--- src/rtl/scmp_microcode_pak.sv ---
// SC/MP accumulator/status slice: shared SR bit map and DAD state type.
package scmp_microcode_pak;

    localparam int SR_CY = 7;
    localparam int SR_OV = 6;
    localparam int SR_SB = 5;
    localparam int SR_SA = 4;
    localparam int SR_IE = 3;
    localparam int SR_F2 = 2;
    localparam int SR_F0 = 0;

    typedef enum logic [1:0] {
        IDLE,
        LO,
        HI
    } dad_state_t;

endpackage

--- src/rtl/scmp_bcd_digit.sv ---
// One BCD digit of the decimal add: binary sum, then +6 adjust above 9.
module scmp_bcd_digit (
    input  logic [3:0] a,
    input  logic [3:0] b,
    input  logic       cin,
    output logic [3:0] sum,
    output logic       cout
);

    logic [4:0] raw;

    always_comb begin
        raw  = {1'b0, a} + {1'b0, b} + {4'b0, cin};
        cout = (raw > 5'd9);
        sum  = cout ? raw[3:0] + 4'd6 : raw[3:0];
    end

endmodule

--- src/rtl/scmp_acc_sr.sv ---
// SC/MP AC, E and status register with optional two-cycle decimal add.
// Define SCMP_DAD_EN to build the DAD state machine.
module scmp_acc_sr
    import scmp_microcode_pak::*;
(
    input  logic       clk,
    input  logic       rst_n,
    input  logic [7:0] alu_res,
    input  logic       alu_cy,
    input  logic       alu_ov,
    input  logic       ld_ac,
    input  logic       ld_e,
    input  logic       ld_sr,
    input  logic       ld_cy,
    input  logic       ld_ov,
    input  logic       xae,
    input  logic       sio,
    input  logic       sin_i,
    input  logic       sa_i,
    input  logic       sb_i,
    input  logic       dad_start,
    input  logic [7:0] dad_b,
    output logic [7:0] ac_o,
    output logic [7:0] e_o,
    output logic [7:0] sr_o,
    output logic       cy_o,
    output logic       ov_o,
    output logic       ie_o,
    output logic [2:0] flags_o,
    output logic       sout_o,
    output logic       busy_o
);

    logic [7:0] ac;
    logic [7:0] e;
    logic       cy;
    logic       ov;
    logic       ie;
    logic [2:0] flags;
    logic [1:0] sa_sync;
    logic [1:0] sb_sync;
    logic       busy;
    logic       dad_done;
    logic [7:0] dad_res;
    logic       dad_cy;

    always_ff @(posedge clk or negedge rst_n) begin
        if (!rst_n) begin
            sa_sync <= '0;
            sb_sync <= '0;
        end else begin
            sa_sync <= {sa_sync[0], sa_i};
            sb_sync <= {sb_sync[0], sb_i};
        end
    end

    // DAD writeback owns AC/CY on its last cycle; busy freezes everything else
    always_ff @(posedge clk or negedge rst_n) begin
        if (!rst_n) begin
            ac    <= '0;
            e     <= '0;
            cy    <= 1'b0;
            ov    <= 1'b0;
            ie    <= 1'b0;
            flags <= '0;
        end else if (dad_done) begin
            ac <= dad_res;
            cy <= dad_cy;
        end else if (!busy) begin
            if (xae) begin
                ac <= e;
                e  <= ac;
            end else begin
                if (ld_ac)
                    ac <= alu_res;
                if (sio)
                    e <= {sin_i, e[7:1]};
                else if (ld_e)
                    e <= alu_res;
            end
            if (ld_cy)
                cy <= alu_cy;
            else if (ld_sr)
                cy <= alu_res[SR_CY];
            if (ld_ov)
                ov <= alu_ov;
            else if (ld_sr)
                ov <= alu_res[SR_OV];
            if (ld_sr) begin
                ie    <= alu_res[SR_IE];
                flags <= alu_res[SR_F2:SR_F0];
            end
        end
    end

`ifdef SCMP_DAD_EN
    dad_state_t state;
    dad_state_t state_nx;
    logic [7:0] lat_a;
    logic [7:0] lat_b;
    logic       lat_c;
    logic [3:0] lo_sum;
    logic       dc;
    logic [3:0] dg_a;
    logic [3:0] dg_b;
    logic       dg_cin;
    logic [3:0] dg_sum;
    logic       dg_cout;

    always_ff @(posedge clk or negedge rst_n) begin
        if (!rst_n)
            state <= IDLE;
        else
            state <= state_nx;
    end

    // One digit adder serves both cycles: low nibble in LO, high in HI
    always_comb begin
        state_nx = state;
        busy     = 1'b0;
        dad_done = 1'b0;
        dg_a     = lat_a[3:0];
        dg_b     = lat_b[3:0];
        dg_cin   = lat_c;
        unique case (state)
            IDLE: begin
                if (dad_start)
                    state_nx = LO;
            end
            LO: begin
                busy     = 1'b1;
                state_nx = HI;
            end
            HI: begin
                busy     = 1'b1;
                dad_done = 1'b1;
                dg_a     = lat_a[7:4];
                dg_b     = lat_b[7:4];
                dg_cin   = dc;
                state_nx = IDLE;
            end
            default: state_nx = IDLE;
        endcase
    end

    always_ff @(posedge clk or negedge rst_n) begin
        if (!rst_n) begin
            lat_a  <= '0;
            lat_b  <= '0;
            lat_c  <= 1'b0;
            lo_sum <= '0;
            dc     <= 1'b0;
        end else if (state == IDLE && dad_start) begin
            lat_a <= ac;
            lat_b <= dad_b;
            lat_c <= cy;
        end else if (state == LO) begin
            lo_sum <= dg_sum;
            dc     <= dg_cout;
        end
    end

    scmp_bcd_digit u_digit (
        .a    (dg_a),
        .b    (dg_b),
        .cin  (dg_cin),
        .sum  (dg_sum),
        .cout (dg_cout)
    );

    assign dad_res = {dg_sum, lo_sum};
    assign dad_cy  = dg_cout;
`else
    logic dad_unused;

    assign busy       = 1'b0;
    assign dad_done   = 1'b0;
    assign dad_res    = '0;
    assign dad_cy     = 1'b0;
    assign dad_unused = ^{dad_start, dad_b};
`endif

    always_comb begin
        sr_o                = '0;
        sr_o[SR_CY]         = cy;
        sr_o[SR_OV]         = ov;
        sr_o[SR_SB]         = sb_sync[1];
        sr_o[SR_SA]         = sa_sync[1];
        sr_o[SR_IE]         = ie;
        sr_o[SR_F2:SR_F0]   = flags;
    end

    assign ac_o    = ac;
    assign e_o     = e;
    assign cy_o    = cy;
    assign ov_o    = ov;
    assign ie_o    = ie;
    assign flags_o = flags;
    assign sout_o  = e[0];
    assign busy_o  = busy;

endmodule

--- config.mk ---
export PLATFORM = sky130hd
export DESIGN_NAME = scmp_acc_sr
export DESIGN_NICKNAME = d
export VERILOG_FILES = /design/src/rtl/scmp_microcode_pak.sv /design/src/rtl/scmp_bcd_digit.sv /design/src/rtl/scmp_acc_sr.sv
export SDC_FILE = /design/constraint.sdc
export NUM_CORES = 1
export LEC_CHECK = 0
export CAP_MARGIN = 20
export CORE_MARGIN = 5
export CORE_UTILIZATION = 42
export CTS_CLUSTER_SIZE = 24
export DETAILED_ROUTE_END_ITERATION = 7
export PLACE_DENSITY = 0.95
export SYNTH_ARGS = -nofsm -noshare
export SYNTH_HDL_FRONTEND = slang
export SYNTH_SLANG_ARGS = --single-unit
--- constraint.sdc ---
create_clock -name clk -period 1.5 [get_ports clk]
set_clock_uncertainty 0.05 [all_clocks]
set_input_delay 0.225 -clock clk [delete_from_list [all_inputs] [get_ports clk]]
set_output_delay 0.225 -clock clk [all_outputs]
set_load 0.01 [all_outputs]
==> results of run 1 <==
## report_power, final
group / internal (W) / total [W] / leakage [nW] / switching [W]
Combinational: 0.000269 / 0.000502 / 0.528 / 0.000232
Sequential: 0.000782 / 0.000831 / 0.319 / 0.0000488
Clock: 0.0000942 / 0.000295 / 0.0138 / 0.000201
## cell type report
type	instances	area share, %
clock buffers	3	1.29
multi-input cells	62	24.3
flip-flops and latches	26	37.2
well taps	31	2.22
repair buffers	68	35.0
## how the worst max path moves through the flow
stage | depth (start not counted) | start | slack (ps) | end
after floorplan | 4 | sio | 610 | e_o[0]
after global placement | 4 | ld_e | -120 | e_o[7]
after detailed placement | 4 | ld_e | -170 | e_o[0]
after CTS | 1 | e_o[4] | 0.6 | e_o[4]
after global routing | 4 | ld_e | 80 | e_o[0]
final | 4 | ld_e | 150 | e_o[3]
## flip-flops by register name (all words and copies together), names as in the netlist
| signal | count |
|---|---|
| sa_sync | 2 |
| e_o | 8 |
| ac_o | 8 |
| ie_o | 1 |
| sb_sync | 2 |
| flags_o | 3 |
| ov_o | 1 |
| cy_o | 1 |
## placed cells by master (no fill, tap or decap)
master / Yosys / layout
sky130_fd_sc_hd__dfrtp_1: 26 / 26
sky130_fd_sc_hd__nor2b_1: 1 / 1
sky130_fd_sc_hd__a22oi_1: 15 / 15
sky130_fd_sc_hd__o21ai_1: 8 / 8
sky130_fd_sc_hd__nor3_4: 1 / 1
sky130_fd_sc_hd__mux2_2: 4 / 4
sky130_fd_sc_hd__clkdlybuf4s50_1: 0 / 21
sky130_fd_sc_hd__and3b_1: 1 / 1
sky130_fd_sc_hd__conb_1: 1 / 1
sky130_fd_sc_hd__nand2_1: 10 / 10
sky130_fd_sc_hd__clkbuf_4: 1 / 3
sky130_fd_sc_hd__dlymetal6s2s_1: 0 / 3
sky130_fd_sc_hd__a21oi_1: 1 / 1
sky130_fd_sc_hd__o21ai_0: 10 / 10
sky130_fd_sc_hd__mux2i_1: 10 / 10
sky130_fd_sc_hd__buf_4: 11 / 16
sky130_fd_sc_hd__dlygate4sd2_1: 0 / 28
## critical path, stage by stage
cell and delay [ps]:
sky130_fd_sc_hd__clkdlybuf4s50_1 540, sky130_fd_sc_hd__nor2b_1 480, sky130_fd_sc_hd__a22oi_1 150, sky130_fd_sc_hd__o21ai_1 170
## routing by layer
layer  track usage, %  part of all wire, %  vias to the layer above
met5                0                    0                        -
met4             3.90                 0.76                        0
met3             4.44                  6.8                        3
met2             27.7                   53                       40
met1             20.7                   40                      500
li1                 -                    -                      476
## stage by stage
step | hold slack, ps | total power [W] | TNS (ps)
4_1_cts | 223 | 0.00163 | 0
2_1_floorplan | -121 | 0.00107 | 0
6_report | 214 | 0.00163 | 0
3_3_place_gp | 283 | 0.00134 | -802
5_1_grt | 222 | 0.00172 | 0
3_5_place_dp | 288 | 0.00136 | -1110
## kinds of logic (layout without fill, tap and decap cells)
family          count (synthesis)  in the layout  synth area share [%]
compound gates                 34             34                  17.3
buf+inv                        17             71                  10.6
flops                          26             26                  54.1
mux                            14             14                  12.1
other cells                     1              1                 0.312
simple gates                   13             13                  5.72
## repair_timing
action / CTS / global route
endpoints found under the setup margin: 29 / 3
pin swaps: 0 / 0
setup buffers: 10 / 0
resized for setup: 28 / 3
==> results.md, run 1 <==
- In this run the remaining antenna-violating nets after routing total 0.
- Yosys printed 0 warnings.
- Ranked by total cell area, the synthesized netlist is headed by sky130_fd_sc_hd__dfrtp_1 (54%), sky130_fd_sc_hd__a22oi_1 (9.4%), sky130_fd_sc_hd__mux2i_1 (8.3%), sky130_fd_sc_hd__buf_4 (6.9%), sky130_fd_sc_hd__o21ai_0 (4.2%).
- The count of cells along the worst register-to-register path is 3.
- In this run the cell area of the synthesized design comes to about 1200 µm².
- Counting every instance in the synthesized netlist gives 105.
- The clock latency on the worst-skew pair is 320 ps.
- The synthesized design spends more area on one cell type than any other, namely sky130_fd_sc_hd__dfrtp_1.
- The wire length of the first global-routing pass is 5.44 mm.
- The number of hold violations in the final report is 0.
- The total power divided by cell area is around 930 nW/µm².
- The number of antenna diodes in the final layout is 0.
- The worst register-to-register path ends at e_o[3].
- The fraction of the yosys area taken by sequential cells is 54.1%.
- The starting density of the core is 43.6%.
- The number of clock sinks seen by CTS is 26.
- The worst slack after detailed placement is -167 ps.
- For this run the aggregate overflow at the end of global routing stands at 0.
- The worst setup path is captured at a register.
- The transition at the pin with the smallest max-transition slack is around 540 ps.
- The critical path is of the in2reg type.
- Measured along the y axis, the die boundary spans 63.5 µm.
- The final net count is 192.
- Of the post-synthesis cell area, the dominant cell type holds 54.1%.
- The final critical path takes up 90.3% of the cycle.
- Summing all non-filler instances in the final layout gives an area of approximately 1800 µm².
- The clock slew at the register clock pins of the worst setup and hold paths is 130 ps.
- In this run the critical register-to-register path is launched from ac_o[3].
- The count of cells in the finished layout, fillers not included, comes to 190.
- The largest net degree at the start of global routing is 27.
- The total nets after synthesis is 136.
- The width of the die is 63.5 µm.
- In this run, the number of DRC markers left after iteration 0 of detailed routing was 23.
- The layout cell share with drive strength beyond 1 is 15.1%.
- The most common cell in the synthesized netlist is sky130_fd_sc_hd__dfrtp_1.
- Counting instances in the post-synthesis netlist gives the leading cell types as sky130_fd_sc_hd__dfrtp_1 (26), sky130_fd_sc_hd__a22oi_1 (15), sky130_fd_sc_hd__buf_4 (11).
- The detail-routed via count per cell is 5.36.
- The setup slack after layout is approximately 150 ps.
- The number of buffer cells added on primary ports is between 50 and 60.
- The worst setup path is launched from an input pin.
- The most used flip-flop cell after synthesis is sky130_fd_sc_hd__dfrtp_1.
- Counting tap cells, the placed design contains a total of 177 instances.
- In this run, synthesis inferred 0 flip-flops with an integrated enable.
- The minimum clock period is approximately 1400 ps.
- The sequential cell area in the final layout is 651 µm².
- The number of top-level design ports is 63.
- For this run, the top clock speed supported by timing is roughly 740 MHz.
- The number of endpoints failing setup at the final stage is 0.
- After detailed placement, the total cell area comes to 1680 µm².
- The multi-input logic area is 425 µm².
- The slack of the worst reg-to-reg path is 520 ps.
- The mean routed wirelength per cell is 16.6 µm.
- At the worst endpoint, the arrival time is 1560 ps.
- Setup repair after global routing left no endpoint under its margin.
- The routability congestion estimate is 0.688.
- The layout overhead on the synthesized area is 45.4%.
- The clock root buffer is sky130_fd_sc_hd__clkbuf_4.
- The number of detailed-routing iterations run before antenna repair is 4.
- The run finished with clean final reports.
- The count of hold-fix buffers inserted at cts is 0.
- The total die area is a little over 4000 µm².
- The top fanout value on the critical path is 7.
- Global routing consumed, over all layers together, ~16% of the routing resources.
- For this run, design rule violations remaining after detail routing come to 0.
- After synthesis the netlist holds a flip-flop and latch count of 26.
- Across the run, the number of max-cap violations was 0.
- For the worst setup path, the data required time is 1710 ps.
- The number of buffers created by CTS is 3.
- The number of antenna violations at the first check in global routing is 0.
- The total count of max-transition violations in the final report is 0.
- The core box area is 2760 µm².
- CTS built an H-tree with a depth of 1.
- The maximum root-to-sink buffer count is 2.
- The row count is 19.
- The half-perimeter wire length after placement is about 2.2 mm.
- The leakage power is 0.861 nW.
- The aggregate routed wire length is 3.15 mm.
- The worst pin sits at a relative slew slack of 64.2%.
- The fraction of the core area covered by cells at the end of the flow is 63.5%.
- In the synthesized netlist the async set-or-reset flop fraction comes to 100%.
- Counting the fill cells in the layout gives about 220.
- The clock tree from TritonCTS is done.
- The class of the worst hold path is in2async.
- Summing over every cut layer, the via total after detailed routing is 1019.
- The number of global-route vias before repair is 1137.
- The number of distinct library cells after synthesis is 17.
- In this run the mean area of a mapped cell was 11.5 µm².
- Across the VDD grid, the largest voltage drop is 0.000614 V.
(Power assumes the default switching activity.)
==> run 2: changes to the inputs <==
--- a/config.mk
+++ b/config.mk
@@ -5,12 +5,14 @@
 export SDC_FILE = /design/constraint.sdc
 export NUM_CORES = 1
 export LEC_CHECK = 0
+export ABC_AREA = 1
 export CAP_MARGIN = 20
 export CORE_MARGIN = 5
-export CORE_UTILIZATION = 42
+export CORE_UTILIZATION = 43
 export CTS_CLUSTER_SIZE = 24
 export DETAILED_ROUTE_END_ITERATION = 7
 export PLACE_DENSITY = 0.95
 export SYNTH_ARGS = -nofsm -noshare
 export SYNTH_HDL_FRONTEND = slang
 export SYNTH_SLANG_ARGS = --single-unit
+export TNS_END_PERCENT = 10
==> results.md, run 2 <==
- The run finished with clean final reports.
- The register bit count reported by yosys is 26 (unchanged).
- The starting density of the core is 44.0% (+0.31 points).
- The number of distinct library cells after synthesis is 19 (+2).
- The total routed wire length on the met1 layer is 1.39 mm (+11%).
- The total inserted antenna cells is 0 (unchanged).
- The total count of max-transition violations in the final report is 0 (unchanged).
- The sum of overflow across all layers after global routing is 0 (unchanged).
- The stage delay of the slowest cell on the critical path came to 440 ps (-100 ps).
- The endpoint of the most critical register-to-register path is ac_o[7].
- The required time of the critical path is 1220 ps (-490 ps).
- The fmax came to 745 MHz (+0.89%).
- The number of endpoints failing setup at the final stage was 0 (unchanged).
- The total die area is 4280 µm² (+6.0%).
- The clock power share is 21.6% (+3.5 points).
- The total track usage is 15.7% (-0.67 points).
- The number of global-route vias before repair is 1138 (+0.088%).
- The row count is 20 (+1).
- The library cells used most frequently in the layout, excluding fill and tap cells, are sky130_fd_sc_hd__nand2_1 (60), sky130_fd_sc_hd__dlygate4sd2_1 (29), sky130_fd_sc_hd__dfrtp_1 (26).
- The sum of buffers and inverters on the critical path was 1 (unchanged).
- Of all cell types, the one taking the most synthesized area is sky130_fd_sc_hd__dfrtp_1.
- For this run, the leading register cell type out of synthesis is sky130_fd_sc_hd__dfrtp_1.
- The maximum root-to-sink buffer count is 2 (unchanged).
- The switching part of the total power is 30.0% (+0.39 points).
- The total power divided by cell area is 909 nW/µm² (-2.2%).
- Setup repair after global routing left no endpoint under its margin.
- The number of clock sinks seen by CTS is 26 (unchanged).
- The half-perimeter wire length after placement is 2.26 mm (+0.54%).
- By count the netlist is led by sky130_fd_sc_hd__nand2_1 (60), sky130_fd_sc_hd__dfrtp_1 (26), sky130_fd_sc_hd__nand3_1 (16), sky130_fd_sc_hd__nor2_1 (16), sky130_fd_sc_hd__buf_4 (11).
- The sum of negative setup slack came to 0 ps (unchanged).
- The number of H-tree levels is 1 (unchanged).
- The layout cell share with drive strength beyond 1 came to 10.4% (-4.7 points).
- The number of hold violations in the final report was 0 (unchanged).
- The post-placement cell area was 1800 µm² (+7.0%).
- The internal portion of total power is 0.00116 W (+1.4%).
- The clock root buffer is sky130_fd_sc_hd__clkbuf_4.
- The die height came to 65.4 µm (+2.9%).
- The worst setup path is of the reg2out kind.
- The mean routed wirelength per cell is 12.6 µm (-24%).
- The worst hold path belongs to the class in2async.
- Yosys attributes the largest share of cell area to sky130_fd_sc_hd__dfrtp_1 (49%), sky130_fd_sc_hd__nand2_1 (17%), sky130_fd_sc_hd__buf_4 (6.3%), sky130_fd_sc_hd__nand3_1 (6.1%), sky130_fd_sc_hd__nor2_1 (4.5%).
- The aggregate routed wire length is 3.10 mm (-1.6%).
- The number of DRC violations after detailed routing is 0 (unchanged).
- The cell with the biggest individual delay on the critical path is sky130_fd_sc_hd__dfrtp_1.
- The max capacitance violation total is 0 (unchanged).
- The yosys synthesis warning count is 0 (unchanged).
- The routed length on met3 is 256 µm (+19%).
- The part of the power in registers is 50.3% (-0.8 points).
- The routability congestion estimate came to 0.785 (+14%).
- The clock tree from TritonCTS is done.
- The detailed-route via count is 1195 (+17%).
- The mean instance size in the synthesized netlist came to 8.00 µm² (-30%).
- The maximum VDD drop is 0.000417 V (-32%).
- The proportion of power drawn by combinational gates is 28.1% (-2.7 points).
- The count of flip-flops with a built-in enable after synthesis came to 0 (unchanged).
- The number of instances in the synthesized netlist was 165 (+57%).
- The highest layer touched by signal routing is met4.
- The net switching component of the power is 0.000498 W (+3.3%).
- The core box area is 3000 µm² (+8.9%).
- The final cell area excluding filler cells is 1830 µm² (+4.3%).
- The width of the die is 65.4 µm (+2.9%).
- The number of design-rule violations left by the first detailed-router iteration is 41 (+78%).
- The number of buffer cells added on primary ports is 52 (unchanged).
- The worst setup path is launched from a register.
- The fraction of the yosys area taken by sequential cells is 49.3% (-4.8 points).
- The clock latency on the worst-skew pair came to 330 ps (about the same).
- The number of buffers created by CTS is 3 (unchanged).
- The final critical-path share of the clock period is 89.5% (-0.80 points).
- The leakage power is 0.940 nW (+9.1%).
- The endpoint arrival time on the critical path came to 1070 ps (-490 ps).
- STA classifies the critical path endpoint as a primary output.
- The detail-routed via count per cell is 4.88 (-9.1%).
- Leaving out fill and tap cells, the most frequent cell in the layout is sky130_fd_sc_hd__nand2_1.
- The layout overhead on the synthesized area is 38.3%.
- The clock slew at the register clock pins of the worst setup and hold paths is 140 ps (about the same).
- The top fanout value on the critical path is 4 (-3).
- The area fraction of the dominant cell type after synthesis is 49.3% (-4.8 points).
- The post-synthesis instance area is 1320 µm² (+9.7%).
- The number of detailed-routing iterations run before antenna repair came to 4 (unchanged).
- Broken down by cell family, the worst path's largest delay share belongs to flip-flops.
- In the post-synthesis netlist, the cell with the most instances is sky130_fd_sc_hd__nand2_1.
- The slack of the worst reg-to-reg path was 550 ps (+30 ps).
- The wire length of the first global-routing pass is 5.24 mm (-3.8%).
- The number of antenna violations at the first check in global routing is 0 (unchanged).
- The final net count was 244 (+27%).
- The share of flip-flops with an asynchronous set or reset after synthesis is 100% (unchanged).
- The count of cells along the worst register-to-register path is 3 (unchanged).
- The number of nets with antenna violations after routing is 0 (unchanged).
- The total nets after synthesis came to 196 (+44%).
- The worst register-to-register path begins at e_o[7].
- The minimum clock period is 1340 ps (-12.0 ps).
- The critical path goes through dlygate4sd2_1.
- The largest net degree at the start of global routing is 27 (unchanged).
- The number of top-level design ports was 63 (unchanged).
- The routed length on met2 is 1.41 mm (-15%).
-- run 2: changes by cell type after synthesis, moves of 8 or more --
cell and delta:
sky130_fd_sc_hd__nand2_1 +50, sky130_fd_sc_hd__nand3_1 +16, sky130_fd_sc_hd__nor2_1 +16, sky130_fd_sc_hd__a22oi_1 -15, sky130_fd_sc_hd__mux2i_1 -10, sky130_fd_sc_hd__o21ai_0 -8
-- run 2: area by class of cell --
type / instances / area (µm²)
tap: 33 / 41.3
multi-input combinational: 112 / 512
fill: 293 / 1180
timing repair buffer: 59 / 542
clock buffer: 4 / 36.3
inverter: 11 / 43.8
sequential: 26 / 651
-- run 2: kinds of logic after synthesis --
kind of cell | count (synthesis) | synth area share, %
buffers and inverters | 27 | 11.9
multiplexers | 3 | 2.56
AO/OA/AOI/OAI | 8 | 3.22
other | 1 | 0.284
flip-flops | 26 | 49.3
AND/OR/NAND/NOR | 100 | 32.7
-- run 2: timing repair --
action	4_1_cts	5_1_grt
setup buffers	3	0
gates resized for setup	29	2
hold buffers	0	0
setup endpoints to repair	29	2
-- run 2: layer usage --
metal | GRT usage, % | up-vias
met1 | 21.7 | 532
met5 | 0 | -
met3 | 2.91 | 6
li1 | - | 599
met2 | 24.7 | 58
met4 | 5.44 | 0
-- run 2: power groups by stage --
stage	Clock, W	Combinational, W	Sequential [W]
after CTS	0.000368	0.000473	0.000836
after global routing	0.000402	0.000514	0.000852
after detailed placement	0	0.000516	0.000858
after global placement	0	0.000506	0.000855
after floorplan	0	0.000209	0.000885
final	0.000358	0.000466	0.000835
-- run 2: stage by stage --
step / hold slack, ps / std cells / worst slack (ps) / utilization [%] / total power, W
3_3_place_gp: 283 / 238 / 36.1 / 59.9 / 0.00136
4_1_cts: 208 / 245 / 14.1 / 60.6 / 0.00168
6_report: 193 / 245 / 158 / 60.8 / 0.00166
2_1_floorplan: -121 / 165 / 601 / - / 0.00109
5_1_grt: 200 / 245 / 73.7 / 60.8 / 0.00177
3_5_place_dp: 291 / 238 / -4.02 / 59.9 / 0.00137
-- run 2: worst register-to-register path, cell delays in order (launching register included) --
cell,delay [ps]
sky130_fd_sc_hd__dfrtp_1,420
sky130_fd_sc_hd__buf_4,150
sky130_fd_sc_hd__o211ai_1,170
sky130_fd_sc_hd__nand2_1,60
-- run 2: how the worst max path moves through the flow --
| stage | from | end | cells after the start |
|---|---|---|---|
| floorplan | ac_o[0] | e_o[0] | 3 |
| global placement | xae | ac_o[1] | 5 |
| global route | e_o[4] | e_o[4] | 1 |
| finish | e_o[4] | e_o[4] | 1 |
| detailed placement | xae | ac_o[1] | 5 |
| CTS | sb_sync[1] | sr_o[5] | 1 |
